--- config.mk ---
export PLATFORM = sky130hd
export DESIGN_NAME = mgmt_spi_responder
export DESIGN_NICKNAME = d
export VERILOG_FILES = /design/src/rtl/mgmt_spi_responder.sv
export SDC_FILE = /design/constraint.sdc
export NUM_CORES = 1
export LEC_CHECK = 0
export BUFFER_PORTS_ARGS = -buffer_cell sky130_fd_sc_hd__buf_2
export CAP_MARGIN = 20
export CORE_MARGIN = 3
export CORE_UTILIZATION = 24
export CTS_BUF_LIST = sky130_fd_sc_hd__clkbuf_8
export DETAILED_ROUTE_END_ITERATION = 16
export GPL_TIMING_DRIVEN = 1
export PLACE_DENSITY = 0.44
export SLEW_MARGIN = 20
export SYNTH_ARGS = -nofsm -noshare
export SYNTH_HDL_FRONTEND = slang
export SYNTH_SLANG_ARGS = --single-unit
--- constraint.sdc ---
create_clock -name clock -period 2.25 [get_ports clock]
set_input_delay 0.225 -clock clock [delete_from_list [all_inputs] [get_ports clock]]
set_output_delay 0.225 -clock clock [all_outputs]
set_load 0.05 [all_outputs]
--- src/rtl/mgmt_spi_responder.sv ---
// rtl/mgmt_spi_responder.sv - SPI mode-0 responder bridging a host to an 8-bit housekeeping register bus
// Optional interrupt output enabled by defining MGMT_SPI_RESPONDER_IRQ_EN.
module mgmt_spi_responder #(
  parameter int SYNC_STAGES = 2,
  parameter int ADDR_WIDTH  = 8
) (
  input  logic                  clock,
  input  logic                  resetb,
  input  logic                  spi_sck,
  input  logic                  spi_csb,
  input  logic                  spi_sdi,
  output logic                  spi_sdo,
  output logic                  spi_sdo_oe,
  output logic [ADDR_WIDTH-1:0] reg_addr,
  output logic [7:0]            reg_wdata,
  output logic                  reg_we,
  output logic                  reg_re,
  input  logic [7:0]            reg_rdata,
  output logic                  busy
`ifdef MGMT_SPI_RESPONDER_IRQ_EN
  ,
  output logic                  irq,
  input  logic                  irq_clear
`endif
);

  typedef enum logic [2:0] {IDLE, CMD, ADDR, DATA, IGNORE} state_t;

  state_t state, state_n;

  logic [SYNC_STAGES-1:0] sck_sync, csb_sync, sdi_sync, fill;
  logic       sck_d, csb_d, csb_arm, sck_arm;
  logic       sck_s, csb_s, sdi_s;
  logic       sck_rise, sck_fall, csb_fall;
  logic       rise_ok, byte_done, cmd_valid;
  logic [7:0] in_byte;
  logic [6:0] shift_in;
  logic [7:0] shift_out;
  logic [2:0] bit_cnt;
  logic       cmd_wr, cmd_rd;
  logic       inc_pend, cap_pend;

  assign sck_s = sck_sync[SYNC_STAGES-1];
  assign csb_s = csb_sync[SYNC_STAGES-1];
  assign sdi_s = sdi_sync[SYNC_STAGES-1];

  assign sck_rise = sck_s & ~sck_d;
  assign sck_fall = ~sck_s & sck_d;
  // A CSB fall only counts once a genuine high level has been seen after reset,
  // so a reset in the middle of a transfer cannot restart it.
  assign csb_fall = ~csb_s & csb_d & csb_arm;

  // Rising SCK counts only after SCK has been seen low inside the transaction.
  assign rise_ok   = sck_rise & sck_arm & ~csb_s &
                     ((state == CMD) || (state == ADDR) || (state == DATA));
  assign byte_done = rise_ok && (bit_cnt == 3'd7);
  assign in_byte   = {shift_in, sdi_s};
  assign cmd_valid = (in_byte[5:0] == 6'd0) && (in_byte[7:6] != 2'b00);

  assign busy       = ~csb_s;
  assign spi_sdo_oe = (state == DATA) && cmd_rd;
  assign spi_sdo    = spi_sdo_oe & shift_out[7];

  // Input synchronizers, edge-detect delay flops and post-reset CSB qualification.
  always_ff @(posedge clock or negedge resetb) begin
    if (!resetb) begin
      sck_sync <= '0;
      csb_sync <= '1;
      sdi_sync <= '0;
      fill     <= '0;
      sck_d    <= 1'b0;
      csb_d    <= 1'b1;
      csb_arm  <= 1'b0;
    end else begin
      sck_sync <= {sck_sync[SYNC_STAGES-2:0], spi_sck};
      csb_sync <= {csb_sync[SYNC_STAGES-2:0], spi_csb};
      sdi_sync <= {sdi_sync[SYNC_STAGES-2:0], spi_sdi};
      fill     <= {fill[SYNC_STAGES-2:0], 1'b1};
      sck_d    <= sck_s;
      csb_d    <= csb_s;
      if (fill[SYNC_STAGES-1] && csb_s) csb_arm <= 1'b1;
    end
  end

  // State register.
  always_ff @(posedge clock or negedge resetb) begin
    if (!resetb) state <= IDLE;
    else         state <= state_n;
  end

  // Next-state logic; CSB high returns to IDLE from any active state.
  always_comb begin
    state_n = state;
    case (state)
      IDLE:    if (csb_fall)  state_n = CMD;
      CMD:     if (byte_done) state_n = cmd_valid ? ADDR : IGNORE;
      ADDR:    if (byte_done) state_n = DATA;
      default: ;
    endcase
    if ((state != IDLE) && csb_s) state_n = IDLE;
  end

  // Shift registers, command/address capture and register bus strobes.
  always_ff @(posedge clock or negedge resetb) begin
    if (!resetb) begin
      sck_arm   <= 1'b0;
      shift_in  <= '0;
      shift_out <= '0;
      bit_cnt   <= '0;
      cmd_wr    <= 1'b0;
      cmd_rd    <= 1'b0;
      reg_addr  <= '0;
      reg_wdata <= '0;
      reg_we    <= 1'b0;
      reg_re    <= 1'b0;
      inc_pend  <= 1'b0;
      cap_pend  <= 1'b0;
    end else begin
      reg_we   <= 1'b0;
      reg_re   <= 1'b0;
      inc_pend <= 1'b0;
      cap_pend <= reg_re;

      if (state == IDLE) sck_arm <= 1'b0;
      else if (!sck_s)   sck_arm <= 1'b1;

      if (csb_fall) begin
        bit_cnt   <= '0;
        cmd_wr    <= 1'b0;
        cmd_rd    <= 1'b0;
        shift_out <= '0;
      end

      if (rise_ok) begin
        shift_in <= in_byte[6:0];
        bit_cnt  <= bit_cnt + 3'd1;
      end

      if (byte_done) begin
        case (state)
          CMD: if (cmd_valid) begin
            cmd_wr <= in_byte[7];
            cmd_rd <= in_byte[6];
          end
          ADDR: begin
            reg_addr <= in_byte[ADDR_WIDTH-1:0];
            reg_re   <= cmd_rd;
          end
          DATA: begin
            if (cmd_wr) begin
              reg_wdata <= in_byte;
              reg_we    <= 1'b1;
            end
            inc_pend <= 1'b1;
          end
          default: ;
        endcase
      end

      if (inc_pend) begin
        reg_addr <= reg_addr + ADDR_WIDTH'(1);
        reg_re   <= cmd_rd && (state == DATA);
      end

      // Falls right after a byte boundary (bit_cnt==0) must not shift, otherwise
      // the freshly loaded MSB would be lost before the host samples it.
      if (cap_pend)
        shift_out <= reg_rdata;
      else if (sck_fall && (state == DATA) && (bit_cnt != 3'd0))
        shift_out <= {shift_out[6:0], 1'b0};
    end
  end

`ifdef MGMT_SPI_RESPONDER_IRQ_EN
  logic wr_seen;
  logic csb_rise;

  assign csb_rise = csb_s & ~csb_d;

  // Interrupt raised at the end of any transaction that completed a write byte.
  always_ff @(posedge clock or negedge resetb) begin
    if (!resetb) begin
      wr_seen <= 1'b0;
      irq     <= 1'b0;
    end else begin
      if (csb_fall)                                      wr_seen <= 1'b0;
      else if (byte_done && (state == DATA) && cmd_wr)   wr_seen <= 1'b1;
      if (csb_rise && wr_seen) irq <= 1'b1;
      else if (irq_clear)      irq <= 1'b0;
    end
  end
`endif

endmodule
==> flow_metrics.tcl <==
set metrics [dict create \
    critPathMaxFanout 5 \
    globalplace.congestion 0.7308 \
    crit_path_cells "ha_1 > ha_1 > and4b_1 > nand2_1 > nor4_1 > mux2i_1" \
    worstSetupPathType "reg2reg" \
    worstPathArrival_ns 2.20 \
    timing.final.hold_violations 0 \
    ios 34 \
    firstDrtPassIters 4 \
    synthesis.area_per_instance_um2 11.20 \
    rsz0062_at_grt "no" \
    worst_pin_slew_ns 0.7172 \
    worst_slack_ns 0.2901 \
    seqCellArea_mm2 0.001380 \
    global_route_wire_length_before_repair_mm 8.500 \
    drtIter0Drc 58 \
    initial_antenna_violation_count 0 \
    antenna_violating_nets_post_route 0 \
    clock_tree_from_tritoncts "yes" \
    cp.required_ns 2.49 \
    lkg_pwr_uw 0.001473 \
    power-per-cell-area_mw_per_mm2 641.0 \
    slowest_stage "nor4_1" \
    synth_largest_area_cell "dfrtp_1" \
    worst_clock_skew_ns 0.01117 \
    synth_top_cells_by_area "dfrtp_1 53%, mux2i_1 7.8%, nand2_1 5.7%, mux2_2 3.7%, dfstp_2 3.2%" \
    synthToLayoutAreaGrowth_pct 18.11 \
    dieHeight_um 107.1 \
    setup_total_negative_slack_ns 0 \
    clockRootBuffer "clkbuf_8" \
    outcome "complete, no violations" \
    placement.setup.worst_slack_ns 0.3028 \
    count_of_flip_flops_with_a_built_in_enable_after_synthesis 0 \
    detail_route.wl_per_cell_um 13.01 \
    grt.total_usage_pct 9.183 \
    fp-row-count 36 \
    vias_in_the_first_global_route 1753 \
    final_design_area_no_fill_mm2 0.002897 \
    ys_top_cells_by_count "52 x dfrtp_1, 37 x nand2_1, 19 x mux2i_1, 11 x o21ai_0, 9 x and2_1" \
    totalWireLength_mm 5.023 \
    fillers 1032 \
    netlist_area_mm2 0.002452 \
    critPathCaptureType "flip-flop" \
    clock_sink_count 55 \
    finalCriticalPeriod_ns 1.960 \
    timing.critical_path.buf_inv 0 \
    post_cts_hold_buffer_count 0 \
    synthFlopType "dfrtp_1" \
    clockBufferDepth 2 \
    multi_input_combinational_cell_area_um2 992.2 \
    clk_transition_reported_paths_ns 0.11 \
    timing.critical_path.slowest_cell_delay_ns 0.47 \
    post_cts_resize_count 0 \
    antennaDiodeCount 0 \
    report.final.setup_viol 0 \
    placedInstanceArea_mm2 0.002760 \
    drc 0 \
    start_util_pct 24.86 \
    critical_path.top_delay_family "simple AND/OR/NAND/NOR gates" \
    synth_top_area_share_pct 53.06 \
    drt_via_density 4.189 \
    netlist-cell-type-count 45 \
    synthArstFlopShare_pct 100.0 \
    post_synth_inst_count 219 \
    syn-num-nets 236 \
    h-tree-depth 2 \
    hpwlAfterDp_mm 3.442 \
    timing.slew.headroom_pct 52.19 \
    synth_warnings 0 \
    synth_seq_cells 55 \
    detailed_route_via_count 1617 \
    synth_sequential_area_ratio_pct 56.28 \
    num-nets-final 269 \
    timing_max_transition_violations_final 0 \
    clk-insertion-delay-late_ns 0.31 \
    crit_path_start_kind "flip-flop" \
    die_width_um 107.1 \
    power.ir.vdd_worst_uv 309.1 \
    timing.fmax_ghz 0.5102 \
    overflow 0 \
    cts.repair_timing.setup_buffer_count 0 \
    fp.coreArea_mm2 0.009864 \
    maximum_number_of_pins_on_one_net_before_global_route_repair 56 \
    fraction_of_final_layout_cells_with_drive_strength_greater_than_1_pct 24.11 \
    finalCritPeriodShare_pct 87.11 \
    max_cap_violations 0 \
    worst_hold_path_type "in2reg" \
    dieArea_mm2 0.01147 \
    worst_path_most_repeated_cell "ha_1" \
    tritoncts.num_buffers 5 \
    yosysMostFrequentCell "dfrtp_1" \
    io_buffers 33 \
]
==> through the flow <==
stage | power [uW] | hold WS, ns | instances | utilization (%)
global route | 1930 | 0.001129 | 386 | 29.36
finish | 1857 | 0.01313 | 386 | 29.36
CTS | 1888 | 0.0006273 | 386 | 29.36
floorplan | 1060 | -0.07059 | 219 | -
global placement | 1102 | 0.3313 | 378 | 27.98
detailed placement | 1102 | 0.3344 | 378 | 27.98
==> per-layer routing <==
| metal | track usage [%] | vias to the layer above | share of wire [%] | wire, um |
|---|---|---|---|---|
| met2 | 14.70 | 16 | 46 | 2311 |
| met3 | 1.987 | 5 | 2.9 | 148 |
| met5 | 0 | - | 0 | 0 |
| met1 | 12.44 | 785 | 50 | 2491 |
| li1 | - | 811 | - | - |
| met4 | 2.740 | 0 | 1.4 | 71 |
==> power breakdown <==
| group | switching, uW | internal [uW] | total [uW] | leakage [uW] |
|---|---|---|---|---|
| Sequential | 15.4 | 1000 | 1020 | 0.000735 |
| Combinational | 40.2 | 19.6 | 59.8 | 0.000674 |
| Clock | 333 | 444 | 777 | 0.0000644 |
==> kinds of logic after synthesis <==
kind of cell / synth area share [%]
flip-flops: 56.28
other: 0.1529
AO/OA/AOI/OAI: 6.378
adder cells (fa/ha/maj): 2.041
XOR/XNOR: 2.143
AND/OR/NAND/NOR: 18.32
buffers and inverters: 3.265
multiplexers: 11.43
==> sequential cells by signal (all words and copies together) (netlist names) <==
register,cells
bit_cnt,3
cap_pend,1
cmd_rd,1
cmd_wr,1
csb_arm,1
csb_d,1
csb_sync,2
fill,2
inc_pend,1
reg_addr,8
reg_re,1
reg_wdata,8
reg_we,1
sck_arm,1
sck_d,1
sck_sync,2
sdi_sync,2
shift_in,7
shift_out,8
state,3
==> layout by cell type (no fill, tap or decap), types with 6 or more instances in the layout <==
master and instances:
inv_1 8, nand2_1 37, and2_1 9, mux2i_1 19, nor2_1 6, o21ai_0 11, dfrtp_1 52, buf_2 33
mux2_2 8
==> final timing paths <==
path	slack, ns	to	start	cells past startpoint
max reg2reg	0.29	cmd_rd	bit_cnt[0]	6
max in group asynchronous	1.72	fill[1]	resetb	2
min	0.01	sdi_sync[0]	spi_sdi	1
min in group asynchronous	0.04	reg_addr[3]	resetb	2
max	0.29	cmd_rd	bit_cnt[0]	6
min reg2reg	0.36	fill[1]	fill[0]	0
==> area by class of cell <==
cell class | instances | area share, %
sequential | 55 | 47.65
clock buffer | 5 | 2.376
clock inverter | 3 | 2.333
multi-input combinational | 145 | 34.25
tap | 133 | 5.745
inverter | 9 | 1.166
timing repair buffer | 36 | 6.479
Note: power is estimated with default switching activity, not from simulation.
